===== src/rtl/alu_cmd_sequencer.sv =====
// ALU command front-end: command FIFO, issue/wait/respond FSM, tagged responses.
// Optional ALU_SEQ_CARRY_CHAIN_EN chains alu_co into the next issued alu_ci.
module alu_cmd_sequencer #(
  parameter int DEPTH   = 4,
  parameter int ALU_LAT = 1,
  parameter int TAG_W   = 4
) (
  input  logic             clk,
  input  logic             rst,
  input  logic             cmd_valid,
  output logic             cmd_ready,
  input  logic [7:0]       cmd_opcode,
  input  logic [7:0]       cmd_rr,
  input  logic [7:0]       cmd_rd,
  input  logic             cmd_ci,
  output logic [7:0]       alu_opcode,
  output logic [7:0]       alu_rr,
  output logic [7:0]       alu_rd,
  output logic             alu_ci,
  input  logic [15:0]      alu_data,
  input  logic             alu_co,
  input  logic             alu_zo,
  input  logic             alu_no,
  output logic             rsp_valid,
  input  logic             rsp_ready,
  output logic [15:0]      rsp_data,
  output logic             rsp_c,
  output logic             rsp_z,
  output logic             rsp_n,
  output logic [TAG_W-1:0] rsp_tag,
  output logic             busy
);

  localparam int AW = $clog2(DEPTH);
  localparam int CW = (ALU_LAT > 1) ? $clog2(ALU_LAT) : 1;
`ifdef ALU_SEQ_CARRY_CHAIN_EN
  localparam int EW = 24;
`else
  localparam int EW = 25;
`endif

  typedef enum logic [1:0] {
    IDLE,
    ISSUE,
    WAIT,
    RESP
  } state_t;

  state_t state, nxt;

  logic [EW-1:0]    mem [DEPTH];
  logic [EW-1:0]    head;
  logic [EW-1:0]    wdata;
  logic [AW:0]      wp, rp;
  logic             full, empty, push, pop, cap;
  logic [CW-1:0]    cnt;
  logic [TAG_W-1:0] tag;

  // Extra pointer bit distinguishes full from empty.
  assign empty     = (wp == rp);
  assign full      = (wp[AW] != rp[AW]) &&
                     (wp[AW-1:0] == rp[AW-1:0]);
  assign cmd_ready = !full;
  assign push      = cmd_valid && !full;
  assign head      = mem[rp[AW-1:0]];
  assign rsp_valid = (state == RESP);
  assign busy      = (state != IDLE) || !empty;

`ifdef ALU_SEQ_CARRY_CHAIN_EN
  assign wdata = {cmd_opcode, cmd_rr, cmd_rd};
`else
  assign wdata = {cmd_ci, cmd_opcode, cmd_rr, cmd_rd};
`endif

  always_ff @(posedge clk) begin
    if (push) mem[wp[AW-1:0]] <= wdata;
  end

  always_ff @(posedge clk or negedge rst) begin
    if (!rst) begin
      wp <= '0;
      rp <= '0;
    end else begin
      if (push) wp <= wp + 1'b1;
      if (pop)  rp <= rp + 1'b1;
    end
  end

  always_ff @(posedge clk or negedge rst) begin
    if (!rst) state <= IDLE;
    else      state <= nxt;
  end

  always_comb begin
    nxt = state;
    pop = 1'b0;
    cap = 1'b0;
    unique case (state)
      IDLE:  if (!empty) nxt = ISSUE;
      ISSUE: begin
        pop = 1'b1;
        nxt = WAIT;
      end
      WAIT: if (cnt == '0) begin
        cap = 1'b1;
        nxt = RESP;
      end
      RESP: if (rsp_ready) nxt = empty ? IDLE : ISSUE;
      default: nxt = IDLE;
    endcase
  end

`ifdef ALU_SEQ_CARRY_CHAIN_EN
  logic carry;

  always_ff @(posedge clk or negedge rst) begin
    if (!rst)     carry <= 1'b0;
    else if (cap) carry <= alu_co;
  end
`endif

  always_ff @(posedge clk or negedge rst) begin
    if (!rst) begin
      alu_opcode <= '0;
      alu_rr     <= '0;
      alu_rd     <= '0;
      alu_ci     <= 1'b0;
      cnt        <= '0;
    end else if (pop) begin
      alu_opcode <= head[23:16];
      alu_rr     <= head[15:8];
      alu_rd     <= head[7:0];
`ifdef ALU_SEQ_CARRY_CHAIN_EN
      alu_ci     <= carry;
`else
      alu_ci     <= head[24];
`endif
      cnt        <= CW'(ALU_LAT - 1);
    end else if (state == WAIT && cnt != '0) begin
      cnt <= cnt - 1'b1;
    end
  end

  always_ff @(posedge clk or negedge rst) begin
    if (!rst) begin
      rsp_data <= '0;
      rsp_c    <= 1'b0;
      rsp_z    <= 1'b0;
      rsp_n    <= 1'b0;
      rsp_tag  <= '0;
      tag      <= '0;
    end else if (cap) begin
      rsp_data <= alu_data;
      rsp_c    <= alu_co;
      rsp_z    <= alu_zo;
      rsp_n    <= alu_no;
      rsp_tag  <= tag;
      tag      <= tag + 1'b1;
    end
  end

endmodule

===== config.mk =====
export PLATFORM = sky130hd
export DESIGN_NAME = alu_cmd_sequencer
export DESIGN_NICKNAME = d
export VERILOG_FILES = /design/src/rtl/alu_cmd_sequencer.sv
export SDC_FILE = /design/constraint.sdc
export NUM_CORES = 1
export LEC_CHECK = 0
export BUFFER_PORTS_ARGS = -buffer_cell sky130_fd_sc_hd__buf_2
export CAP_MARGIN = 30
export CORE_ASPECT_RATIO = 1.2
export CORE_MARGIN = 8
export CORE_UTILIZATION = 30
export DETAILED_ROUTE_END_ITERATION = 10
export RECOVER_POWER = 50
export SLEW_MARGIN = 0
export SYNTH_ARGS = -nofsm -noshare
export SYNTH_HDL_FRONTEND = slang
export SYNTH_SLANG_ARGS = --single-unit

===== constraint.sdc =====
create_clock -name clk -period 2.58 [get_ports clk]
set_input_delay 0.516 -clock clk [delete_from_list [all_inputs] [get_ports clk]]
set_output_delay 0.516 -clock clk [all_outputs]
set_load 0.05 [all_outputs]

## Word level (Yosys, flattened, before mapping)

Memories as Yosys holds them, arrays and structs flattened. A register that Yosys moved wholly into a read port is not among the register bits.
Cells that the tools add are included.

| operators by class | value |
|---|---|
| add/subtract/negate cells | 4 |
| multiply operators | 0 |
| div/mod/pow operators | 0 |
| $lt $le $gt $ge | 0 |
| equality and inequality tests | 9 |
| shift-type cells | 0 |
| muxes and demuxes | 12 |
| bitwise operators | 0 |
| reductions and logical operators | 11 |

Operators by type and width:

| kind | number |
|---|---|
| $mux 1 | 8 |
| $pmux 2 s4 | 1 |
| $add 3x1->3 const B | 2 |
| $mux 2 | 3 |
| $add 4x1->4 const B | 1 |
| $eq 2x2->1 const B | 2 |
| $ne 2x2->1 const B | 2 |
| $reduce_bool 2->1 | 2 |
| $eq 3x3->1 | 1 |
| $logic_and 1x1->1 | 3 |
| $logic_not 1->1 | 3 |
| $reduce_and 3->1 | 1 |
| $eq 2x1->1 const B | 1 |
| $eq 2x2->1 | 1 |
| $logic_not 2->1 | 1 |
| $ne 2x1->1 const B | 1 |
| $logic_or 1x1->1 | 1 |
| $ne 1x1->1 | 1 |
| $sub 1x1->1 const B | 1 |

| storage, ports and cells | value |
|---|---|
| flip-flop bits (word level) | 36 |
| latch bits | 0 |
| RAM bits | 100 |
| bits in read-only memories | 0 |
| bits of input ports | 48 |
| logic and storage cells | 47 |
| memories | 1 |

Memory list:

| name | depth | width | read ports | clocked after Yosys merged registers in | write ports | line | RTL |
|---|---|---|---|---|---|---|---|
| mem | 4 | 25 | 1 | 1 | 1 | 51 | `logic [EW-1:0] mem [DEPTH];` |

## Depth between registers and ports, before layout

| logic depth | value |
|---|---|
| word-level depth | 6 |
| mapped depth | 7 |
| mapped depth without buffers | 5 |

## Worst setup path after synthesis

No wires, ideal clock.

| timing path | value |
|---|---|
| path type | flip-flop to flip-flop |
| start | register rp[1] |
| end | memory mem[3][0], enable pin |
| setup time | 0.386 ns |
| data arrival time | 1.944 ns |
| path slack | 0.250 ns |
| cell stages (with the launch flop) | 5 |
| buffers on the path | 1 |
| cells stage by stage | dfrtp_1 buf_2 xnor2_1 nand3_1 and3_1 |

| on the way | value |
|---|---|
| cells in the longest elaborated chain, start to end | 6 |

RTL lines:

| element | line | RTL |
|---|---|---|
| start: declaration | 54 | `logic [AW:0] wp, rp;` |
| start signal: assignment | 85 | `if (pop) rp <= rp + 1'b1;` |
| $eq 2x2->1 | 62 | `(wp[AW-1:0] == rp[AW-1:0]);` |
| $logic_and 1x1->1 | 61 | `assign full = (wp[AW] != rp[AW]) &&` |
| $logic_not 1->1 | -- |  |
| net cmd_ready | 11 | `output logic cmd_ready,` |
| $logic_and 1x1->1 | 64 | `assign push = cmd_valid && !full;` |
| $mux 1 | 76 | `if (push) mem[wp[AW-1:0]] <= wdata;` |
| $mux 1 (implied by the code) | 76 |  |
| end: declaration | 51 |  |

The timed path passes the listed nets, and every way through them passes these cells.

## Final worst setup path

| timing path | value |
|---|---|
| start | register wp[0] |
| end | output port busy |

| on the way | value |
|---|---|
| cells in the longest elaborated chain, start to end | 3 |

RTL lines:

| element | line | RTL |
|---|---|---|
| start: declaration | 54 |  |
| start signal: assignment | 84 | `if (push) wp <= wp + 1'b1;` |
| $eq 3x3->1 | 60 | `assign empty = (wp == rp);` |
| $logic_not 1->1 | -- |  |
| $logic_or 1x1->1 | 67 | `assign busy = (state != IDLE) \|\| !empty;` |
| end: declaration | 31 | `output logic busy` |

No other way between the ends.

==> impl_metrics.env <==
export IMPL_critPathKind="reg -> out"
export IMPL_leakagePower_nw=2.837
export IMPL_syn2layout_area_growth_pct=21.03
export IMPL_cts_tree="yes"
export IMPL_worstSetupEndpointType="output pin"
export IMPL_clk_pin_slew_ns=0.06
export IMPL_drc=0
export IMPL_hold_class="in -> reg"
export IMPL_ios=99
export IMPL_drt_pass1_iter_count=4
export IMPL_clk_latency_ns=0.42
export IMPL_gp_congestion=0.6602
export IMPL_first_global_vias=3363
export IMPL_power_total_mw=10.90
export IMPL_core_area_um2=20330
export IMPL_fin_skew_ns=0.01151
export IMPL_drt_iter0_markers=163
export IMPL_ant_nets=0
export IMPL_netlist_top_cell_by_area="edfxtp_1"
export IMPL_rsz0062_at_grt="no"
export IMPL_worstSetupStartpointType="flip-flop"
export IMPL_period_share=0.8797
export IMPL_grt_antenna_before_repair=1
export IMPL_io_buffers=98
export IMPL_whs_path_depth=2
export IMPL_reg2reg_to="alu_rd[3]"
export IMPL_viasPerCell=4.374
export IMPL_synth_ff_type="edfxtp_1"
export IMPL_die_area_um2=25620
export IMPL_ctsResizeCount=0
export IMPL_min_period_ns=2.270
export IMPL_post_synth_main_area_contributors="edfxtp_1 48%, dfrtp_1 25%, mux4_2 6.9%"
export IMPL_synthArstFlopShare=0.3789
export IMPL_crit_path_max_fanout=5
export IMPL_fmax_mhz=440.6
export IMPL_synth_avg_cell_area_um2=21.02
export IMPL_gr_usage_all_layers=0.09905
export IMPL_status="complete, but fails checks"
export IMPL_synthCells=296
export IMPL_root_buffer="clkbuf_16"
export IMPL_required_ns=2.06
export IMPL_pre_cts_slack_ns=0.7083
export IMPL_wl_per_cell_um=17.65
export IMPL_wl_um=12080
export IMPL_grt_pass1_wl_um=19130
export IMPL_die_h_um=173.8
export IMPL_ys_warn_count=0
export IMPL_crit_slowest_cell="dfrtp_1"
export IMPL_reg2reg_from="state[1]"
export IMPL_dpl_hpwl_um=7753
export IMPL_maxSlewHeadroom=-0.09983
export IMPL_h_tree_depth=4
export IMPL_violations="capacitance limit, slew limit"
export IMPL_chipWidth_um=147.5
export IMPL_grt_max_degree=62
export IMPL_power_density_nw_per_um2=1447
export IMPL_seq_area_um2=4532
export IMPL_rows=57
export IMPL_regToRegSetupSlack_ns=0.36
export IMPL_cts_hold_buf=0
export IMPL_hold_violations=0
export IMPL_max_cap_violations=1
export IMPL_cts_made_buffers=17
export IMPL_gr_total_overflow=0
export IMPL_slew_violations=62
export IMPL_synth_top_area_frac=0.4826
export IMPL_cp_arrival_ns=1.75
export IMPL_yosysUniqueCellTypes=28
export IMPL_nets=464
export IMPL_yosysMostFrequentCell="edfxtp_1"
export IMPL_drive_gt1_frac=0.3962
export IMPL_tightest_slew_ns=1.650
export IMPL_hold_end="rsp_data[5]"
export IMPL_setup_slack_ns=0.3103
export IMPL_ys_top_cells_by_count="100 x edfxtp_1, 61 x dfrtp_1, 33 x mux2_2"
export IMPL_cts_setup_buffers=0
export IMPL_setup_viol=0
export IMPL_r2r_cells=4
export IMPL_peakVddDrop_v=0.0006375
export IMPL_synth_nets=354
export IMPL_tns_ns=0
export IMPL_start_util=0.3061
export IMPL_fill_cells=1918
export IMPL_cpPeakStageDelay_ns=0.44
export IMPL_multi_input_area_um2=1583
export IMPL_fin_util=0.3705
export IMPL_hp_start="alu_data[5]"
export IMPL_whs_ns=0.3339
export IMPL_cts_max_path_buffers=2
export IMPL_synthesis_area_um2=6222
export IMPL_path_cells="xnor2_1, nand3b_1, or2_2, buf_2"
export IMPL_ys_ff_latch=161
export IMPL_synth_edf_count=100
export IMPL_antennaDiodeCount=0
export IMPL_clock_sinks=161
export IMPL_num_vias=2992
export IMPL_ys_seq_area_frac=0.7279
registers in the layout (all words and copies together), names as in the netlist:
| signal | flops |
|---|---|
| rsp_c | 1 |
| wp | 3 |
| rsp_data | 16 |
| mem | 100 |
| alu_ci | 1 |
| alu_opcode | 8 |
| tag | 4 |
| rsp_z | 1 |
| rp | 3 |
| rsp_tag | 4 |
| cnt | 1 |
| alu_rr | 8 |
| state | 2 |
| alu_rd | 8 |
| rsp_n | 1 |
power by group:
part / total, mW / internal (mW) / switching (mW)
registers: 4.03 / 3.66 / 0.374
clock network: 2.50 / 1.47 / 1.03
logic: 4.36 / 1.59 / 2.77
cells in the final DEF (no fill, tap or decap):
cell and count:
a21oi_1 1, a22oi_1 1, and3_2 4, buf_2 52
buf_4 4, bufinv_16 2, clkbuf_1 48, clkbuf_16 17
clkbuf_2 1, clkbuf_8 1, clkinv_4 3, clkinvlp_4 2
dfrtp_1 59, dfrtp_2 2, edfxtp_1 100, ha_1 10
inv_1 6, inv_6 4, inv_8 1, mux2_2 33
mux2_4 19, mux2i_1 1, mux4_1 6, mux4_2 19
nand2_1 3, nand3_1 2, nand3b_1 1, nand4_1 1
nor2b_2 1, nor3_1 1, nor3b_1 1, o211ai_1 1
o21ai_0 1, or2_2 1, xnor2_1 6, xor2_1 4
cell type report:
class / count / share of cell area
clock buffers: 20 / 0.05931
clock inverters: 12 / 0.01960
inverters: 6 / 0.002991
multi-input cells: 117 / 0.2102
flip-flops and latches: 161 / 0.6018
well taps: 265 / 0.04403
repair buffers: 103 / 0.06214
critical path: cells and delay by family, from the launching register on:
kind | cells | cell delay (ns)
buffers and inverters | 1 | 0.21
XOR/XNOR | 1 | 0.22
AND/OR/NAND/NOR | 2 | 0.47
flip-flops | 1 | 0.44
cell families (layout without fill, tap and decap cells):
| logic type | Yosys count | count (layout) | share of synthesized area |
|---|---|---|---|
| AOI/OAI and AO/OA | 4 | 4 | 0.004021 |
| adders and majority gates | 10 | 10 | 0.02011 |
| DFF | 161 | 161 | 0.7279 |
| and+or+nand+nor | 15 | 15 | 0.01368 |
| buffers and inverters | 18 | 141 | 0.01890 |
| muxes | 78 | 78 | 0.2013 |
| xor gates and xnor gates | 10 | 10 | 0.01408 |
per-stage QoR:
step	cell area, µm²	cells
floorplan	6222	296
CTS	7596	684
finish	7531	684
global placement	7002	652
global route	7531	684
detailed placement	7002	652
how the worst max path moves through the flow:
stage	start	endpoint	slack, ns	depth (start not counted)
detailed placement	wp[1]	mem[0][24]	0.71	3
global route	wp[0]	busy	0.19	4
finish	wp[0]	busy	0.31	4
global placement	rp[0]	alu_rd[4]	0.74	3
floorplan	rp[1]	mem[3][0]	0.25	4
CTS	wp[0]	busy	0.28	4
layer usage:
| metal | share of wire | track usage | up-vias | wire, µm |
|---|---|---|---|---|
| met4 | 0.016 | 0.04002 | 2 | 192 |
| met1 | 0.42 | 0.1101 | 1510 | 5075 |
| met3 | 0.060 | 0.03761 | 19 | 728 |
| met2 | 0.50 | 0.1673 | 89 | 6068 |
| li1 | - | - | 1372 | - |
| met5 | 0.00091 | 0 | - | 11 |
No activity file was read; power rests on OpenSTA's default activity.
